$ cat src/rtl/key_press_detect.sv
// key_press_detect: debounces one push-button and emits one-cycle short or long press pulses
module key_press_detect #(
    parameter int DEBOUNCE_CYCLES = 1000000,
    parameter int LONG_CYCLES     = 50000000,
    parameter int KEY_ACTIVE_LOW  = 1
) (
    input  logic       CLOCK_50,
    input  logic       rst,
    input  logic       key,
    output logic [1:0] state,
    output logic       pressed
);
    localparam int DW = $clog2(DEBOUNCE_CYCLES + 1);
    localparam int HW = $clog2(LONG_CYCLES + 1);
    localparam logic [DW-1:0] DEB_MAX = DW'(DEBOUNCE_CYCLES);
    localparam logic [HW-1:0] HOLD_LAST = HW'(LONG_CYCLES - 1);
    localparam logic IDLE_LVL = (KEY_ACTIVE_LOW != 0);

    typedef enum logic [2:0] {IDLE, DEB_PRESS, HELD, LONG_DONE, DEB_REL} fsm_e;

    fsm_e          fsm_q, fsm_d;
    logic [DW-1:0] deb_q, deb_d;
    logic [HW-1:0] hold_q, hold_d;
    logic          long_fired_q, long_fired_d;
    logic          pressed_q, pressed_d;
    logic [1:0]    pulse_q, pulse_d;
    logic          sync1_q, sync2_q;
    logic          p_s;
    logic          long_hit;

    assign p_s      = sync2_q ^ IDLE_LVL;
    assign long_hit = (hold_q >= HOLD_LAST);
    assign state    = pulse_q;
    assign pressed  = pressed_q;

    always_ff @(posedge CLOCK_50) begin
        if (rst) begin
            sync1_q      <= IDLE_LVL;
            sync2_q      <= IDLE_LVL;
            fsm_q        <= IDLE;
            deb_q        <= '0;
            hold_q       <= '0;
            long_fired_q <= 1'b0;
            pressed_q    <= 1'b0;
            pulse_q      <= 2'b00;
        end else begin
            sync1_q      <= key;
            sync2_q      <= sync1_q;
            fsm_q        <= fsm_d;
            deb_q        <= deb_d;
            hold_q       <= hold_d;
            long_fired_q <= long_fired_d;
            pressed_q    <= pressed_d;
            pulse_q      <= pulse_d;
        end
    end

    always_comb begin
        fsm_d        = fsm_q;
        deb_d        = deb_q;
        hold_d       = hold_q;
        long_fired_d = long_fired_q;
        pressed_d    = pressed_q;
        pulse_d      = 2'b00;
        case (fsm_q)
            IDLE: begin
                if (p_s) begin
                    fsm_d = DEB_PRESS;
                    deb_d = DW'(1);
                end
            end
            DEB_PRESS: begin
                if (!p_s) begin
                    fsm_d = IDLE;
                    deb_d = '0;
                end else if (deb_q >= DEB_MAX) begin
                    fsm_d        = HELD;
                    pressed_d    = 1'b1;
                    hold_d       = '0;
                    long_fired_d = 1'b0;
                end else begin
                    deb_d = deb_q + 1'b1;
                end
            end
            HELD: begin
                // a long threshold coinciding with release still fires the long pulse
                if (long_hit) begin
                    fsm_d        = LONG_DONE;
                    pulse_d      = 2'b10;
                    long_fired_d = 1'b1;
                end else if (p_s) begin
                    hold_d = hold_q + 1'b1;
                end
                if (!p_s) begin
                    fsm_d = DEB_REL;
                    deb_d = DW'(1);
                end
            end
            LONG_DONE: begin
                if (!p_s) begin
                    fsm_d        = DEB_REL;
                    deb_d        = DW'(1);
                    long_fired_d = 1'b1;
                end
            end
            DEB_REL: begin
                if (p_s) begin
                    fsm_d = long_fired_q ? LONG_DONE : HELD;
                    deb_d = '0;
                end else if (deb_q >= DEB_MAX) begin
                    fsm_d     = IDLE;
                    deb_d     = '0;
                    pressed_d = 1'b0;
                    pulse_d   = {1'b0, !long_fired_q};
                end else begin
                    deb_d = deb_q + 1'b1;
                end
            end
            default: fsm_d = IDLE;
        endcase
    end
endmodule

$ cat config.mk
export PLATFORM = sky130hd
export DESIGN_NAME = key_press_detect
export DESIGN_NICKNAME = d
export VERILOG_FILES = /design/src/rtl/key_press_detect.sv
export SDC_FILE = /design/constraint.sdc
export NUM_CORES = 1
export LEC_CHECK = 0
export ABC_AREA = 1
export CAP_MARGIN = 20
export CORE_MARGIN = 1.5
export CORE_UTILIZATION = 25
export CTS_CLUSTER_SIZE = 8
export DETAILED_ROUTE_END_ITERATION = 8
export GPL_ROUTABILITY_DRIVEN = 0
export RECOVER_POWER = 100
export SYNTH_ARGS = -nofsm -noshare
export SYNTH_HDL_FRONTEND = slang
export SYNTH_SLANG_ARGS = --single-unit
$ cat constraint.sdc
create_clock -name CLOCK_50 -period 3.6 [get_ports CLOCK_50]
set_input_delay 0.72 -clock CLOCK_50 [delete_from_list [all_inputs] [get_ports CLOCK_50]]
set_output_delay 0.72 -clock CLOCK_50 [all_outputs]
set_load 0.05 [all_outputs]
# Word-level counts from Yosys, hierarchy flattened
# Cells that the tools add are included.
# W data, S select, Z words.
# classes
n_mux	35
n_eq_ne	18
n_shift	0
bitwise_logic	0
addsub	2
div	0
n_lt_le_gt_ge	2
n_mul	0
n_reduce_logical	12
# ops
operator	count
$mux W20	6
$mux W26	4
$pmux W20 S4	1
$pmux W26 S2	1
$add A26 B1 Y26 const B	1
$ge A26 B26 Y1 const B	1
$mux W3	8
$add A20 B1 Y20 const B	1
$ge A20 B20 Y1 const B	1
$reduce_and A5 Y1	4
$ne A2 B2 Y1 const B	9
$pmux W3 S5	1
$ne A3 B3 Y1 const B	4
$mux W1	10
$eq A3 B2 Y1 const B	2
$pmux W2 S2	1
$reduce_and A4 Y1	1
$reduce_bool A2 Y1	2
$reduce_bool A4 Y1	1
$eq A3 B1 Y1 const B	1
$eq A3 B3 Y1 const B	1
$logic_not A3 Y1	1
$pmux W1 S3	1
$reduce_bool A3 Y1	1
other kinds (5)	5
# totals
n_memories	0
latchBits	0
reg_bits	55
ram_bits	0
romBits	0

# Logic depth before layout (Yosys ltp)
# depth
depth_word	4
depth_mapped	13
ltp_nobuf	13

# Worst setup path before layout
# OpenSTA, ideal clock, no wires.
# synth_path
path_kind	register -> register
start	register hold_q[0]
end	register hold_q[21]
path_stages_with_launch	14
setup_time_ns	0.113
arrival_ns	1.588
slack_ns	1.899
required_ns	3.487
period_less_slack_ns	1.701
path_cell_list	dfxtp_1 ha_1 nand2_1 nor2_1 nand2_1 nand2_1 nand3_2 nand4_4 nand2_4 nand2_8 inv_2 buf_6 nor2_1 nor2_1
# synth_between
elab_chain_len	4
# synth_lines
item	line	source
from (decl)	23	logic [HW-1:0] hold_q, hold_d;
from (signal assigned)	51	hold_q <= hold_d;
$add A26 B1 Y26	92	hold_d = hold_q + 1'b1;
$mux W26	91	end else if (p_s) begin
$mux W26	87	if (long_hit) begin
$pmux W26 S2	65	case (fsm_q)
# Parallel ways exist; a longest one is shown, timed or not. The select of a mux whose other input is x is not followed.
# A chain may end at the register's enable or synchronous reset.

# Worst setup path in the final report
# layout_path
start	register hold_q[0]
end	register hold_q[25]
# The elaborated chain is that of the path after synthesis.

==> results.cfg <==
[status]
status = complete, no violations

[logic_synthesis]
ys.flop_type = dfxtp_1
synth_area_leaders = dfxtp_1, nand2_1, nor2_1
ys_seq_area_share_pct = 28.5
synth_seq_cells = 55
yosysWarnings = 0
synthArstFlopShare_pct = 0
ys_types = 38
syn-cell-area_mm2 = 0.00387
syn_inst = 655
synthesis.nets = 661
synth_top_area_cell = dfxtp_1
avgSynthCellArea_um2 = 5.91
synth_top_cell_area_share_pct = 28.5
synth-edff-count = 0

[clock_tree]
clockBufferDepth = 2
insertion_delay_ns = 0.30
cts_tree = done
cts_root_buffer = clkbuf_16
clkTransAtPathRegs_ns = 0.07
cts_buffers = 5
h-tree-depth = 2
cts_sinks = 55
cts_resized = 0
cts_hold_buf = 0
postCtsSetupBuffers = 0

[global_routing]
antenna_found_initial = 0
grt_pass1_vias = 3496
grt_max_degree = 36
track_usage_pct = 12.4
overflow = 0
grt_pass1_wl_um = 16800

[flow_run]
maxCapViolCount = 0

[sta]
fmax_mhz = 363
slew_viol_final = 0
period_needed_ns = 2.76
setup_viol = 0
hold_viol = 0
setup_tns_ns = 0
rsz0062_at_grt = false
slew_headroom_pct = 28.5
skew_ns = 0.0111
worst_pin_slew_ns = 1.07
period_share_pct = 76.6

[place]
portBuffers = 5
dp_hpwl_um = 6810
place_area_mm2 = 0.00406

[power]
p_leak_uw = 0.00166
peakVddDrop_mv = 0.270
powerDensity_mw_per_mm2 = 477
power_uw = 1990

[floorplan]
core_mm2 = 0.0151
design.die.area_mm2 = 0.0162
die_x_um = 127
rows = 45
pin_count = 6
die_h_um = 127
start_util_pct = 25.6

[cells_and_area]
fin_nets = 656
n_antenna_cell = 0
area_delta_synth_final_pct = 7.86
layout-drive-gt1-share_pct = 6.76
design_area_mm2 = 0.00417

[worst_setup_path]
start_kind = flop
crit_required_ns = 3.79
crit_path_end_kind = flop
critPathKind = reg -> reg
critPathArrivalTime_ns = 2.95
path_max_fanout = 25
r2r-start = hold_q[0]$_SDFFE_PP0P_
crit_start = hold_q[0]$_SDFFE_PP0P_

[drt]
vias_per_cell = 4.56
drtIter0Drc = 206
drc = 0
first_pass_iters = 4
vias = 3827
ant_nets = 0
wire_per_inst_um = 11.4
wl_um = 9550

[hold_path]
hp-start = sync1_q$_SDFF_PP1_
hp-class = reg -> reg
-- area by class of cell --
class / instances / area (um^2)
fillers: 1716 / 11000
clock inverters: 2 / 12.5
flip-flops and latches: 55 / 1100
well taps: 188 / 235
multi-input cells: 494 / 2310
inverters: 87 / 327
repair buffers: 7 / 61.3
clock buffers: 6 / 129
-- worst paths after layout --
path / cells after the start / slack, ns / end
hold reg to reg: 1 / 0.42 / sync2_q$_SDFF_PP1_
setup reg to reg: 12 / 0.84 / hold_q[25]$_SDFFE_PP0P_
hold / removal: 1 / 0.42 / sync2_q$_SDFF_PP1_
setup / recovery: 12 / 0.84 / hold_q[25]$_SDFFE_PP0P_
-- power breakdown --
group / internal (uW) / switching (uW) / total [uW]
logic: 218 / 516 / 734
clock network: 258 / 230 / 488
registers: 681 / 85.9 / 767
total: 1160 / 832 / 1990
-- worst max-delay path: stages (launching register included) --
cell	delay (ns)
dfxtp_1	0.44
ha_1	0.25
nand2_1	0.10
nor2_1	0.24
nand2_1	0.14
nand2_1	0.09
nand3_2	0.09
nand4_4	0.13
nand2_4	0.20
nand2_1	0.54
inv_2	0.25
nor2_1	0.14
nor2_1	0.05
-- metrics by stage --
stage               hold WS [ns]  instances  setup slack (ns)  util (%)
finish                     0.417        839             0.842      27.6
global route               0.435        839             0.577      27.6
floorplan                  0.389        655              1.90         -
detailed placement         0.410        831              1.29      26.8
global placement           0.398        831              1.28      26.8
CTS                        0.418        839              1.29      27.8
-- cell usage in the layout, fill, tap and decap left out, types with 2 or more instances in the layout --
master,instances
a21oi_2,4
clkbuf_1,2
a21o_1,3
nand2_2,2
nand3_1,76
nand2_1,188
ha_1,3
or2_2,4
o21ai_0,6
nand4_1,18
dlygate4sd3_1,4
dfxtp_1,55
nand3b_1,2
a21oi_1,18
clkbuf_16,5
nand3_2,4
inv_2,11
xnor2_1,6
xor2_1,9
nor2_1,128
nor3_1,7
inv_1,75
nor2_2,5
-- Yosys cell counts, types with 4 or more instances --
library cell / number
a21oi_1: 15
a21oi_2: 7
buf_2: 4
buf_4: 4
clkbuf_1: 7
dfxtp_1: 55
inv_1: 75
inv_2: 11
nand2_1: 187
nand3_1: 76
nand3_2: 4
nand4_1: 18
nor2_1: 128
nor2_2: 5
nor3_1: 7
o21ai_0: 6
or2_2: 4
xnor2_1: 6
xor2_1: 9
-- logic make-up after synthesis --
family          share of synthesized area, %
buf+inv                                 11.2
compound gates                          5.66
flops                                   28.5
fa+ha+maj                              0.970
simple gates                            50.3
xor+xnor                                3.39
-- routing by layer --
metal,up-vias,routed length [um],GRT usage (%)
met4,0,149,3.28
met3,12,495,1.55
met2,88,4190,20.3
li1,2047,-,-
met5,-,0,0
met1,1680,4720,17.2
-- registers in the layout, summed over array words and instances (netlist names) --
name,flops
deb_q,20
fsm_q,3
hold_q,26
long_fired_q,1
pressed,1
state,2
sync1_q,1
sync2_q,1
No activity file was read; power rests on OpenSTA's default activity.
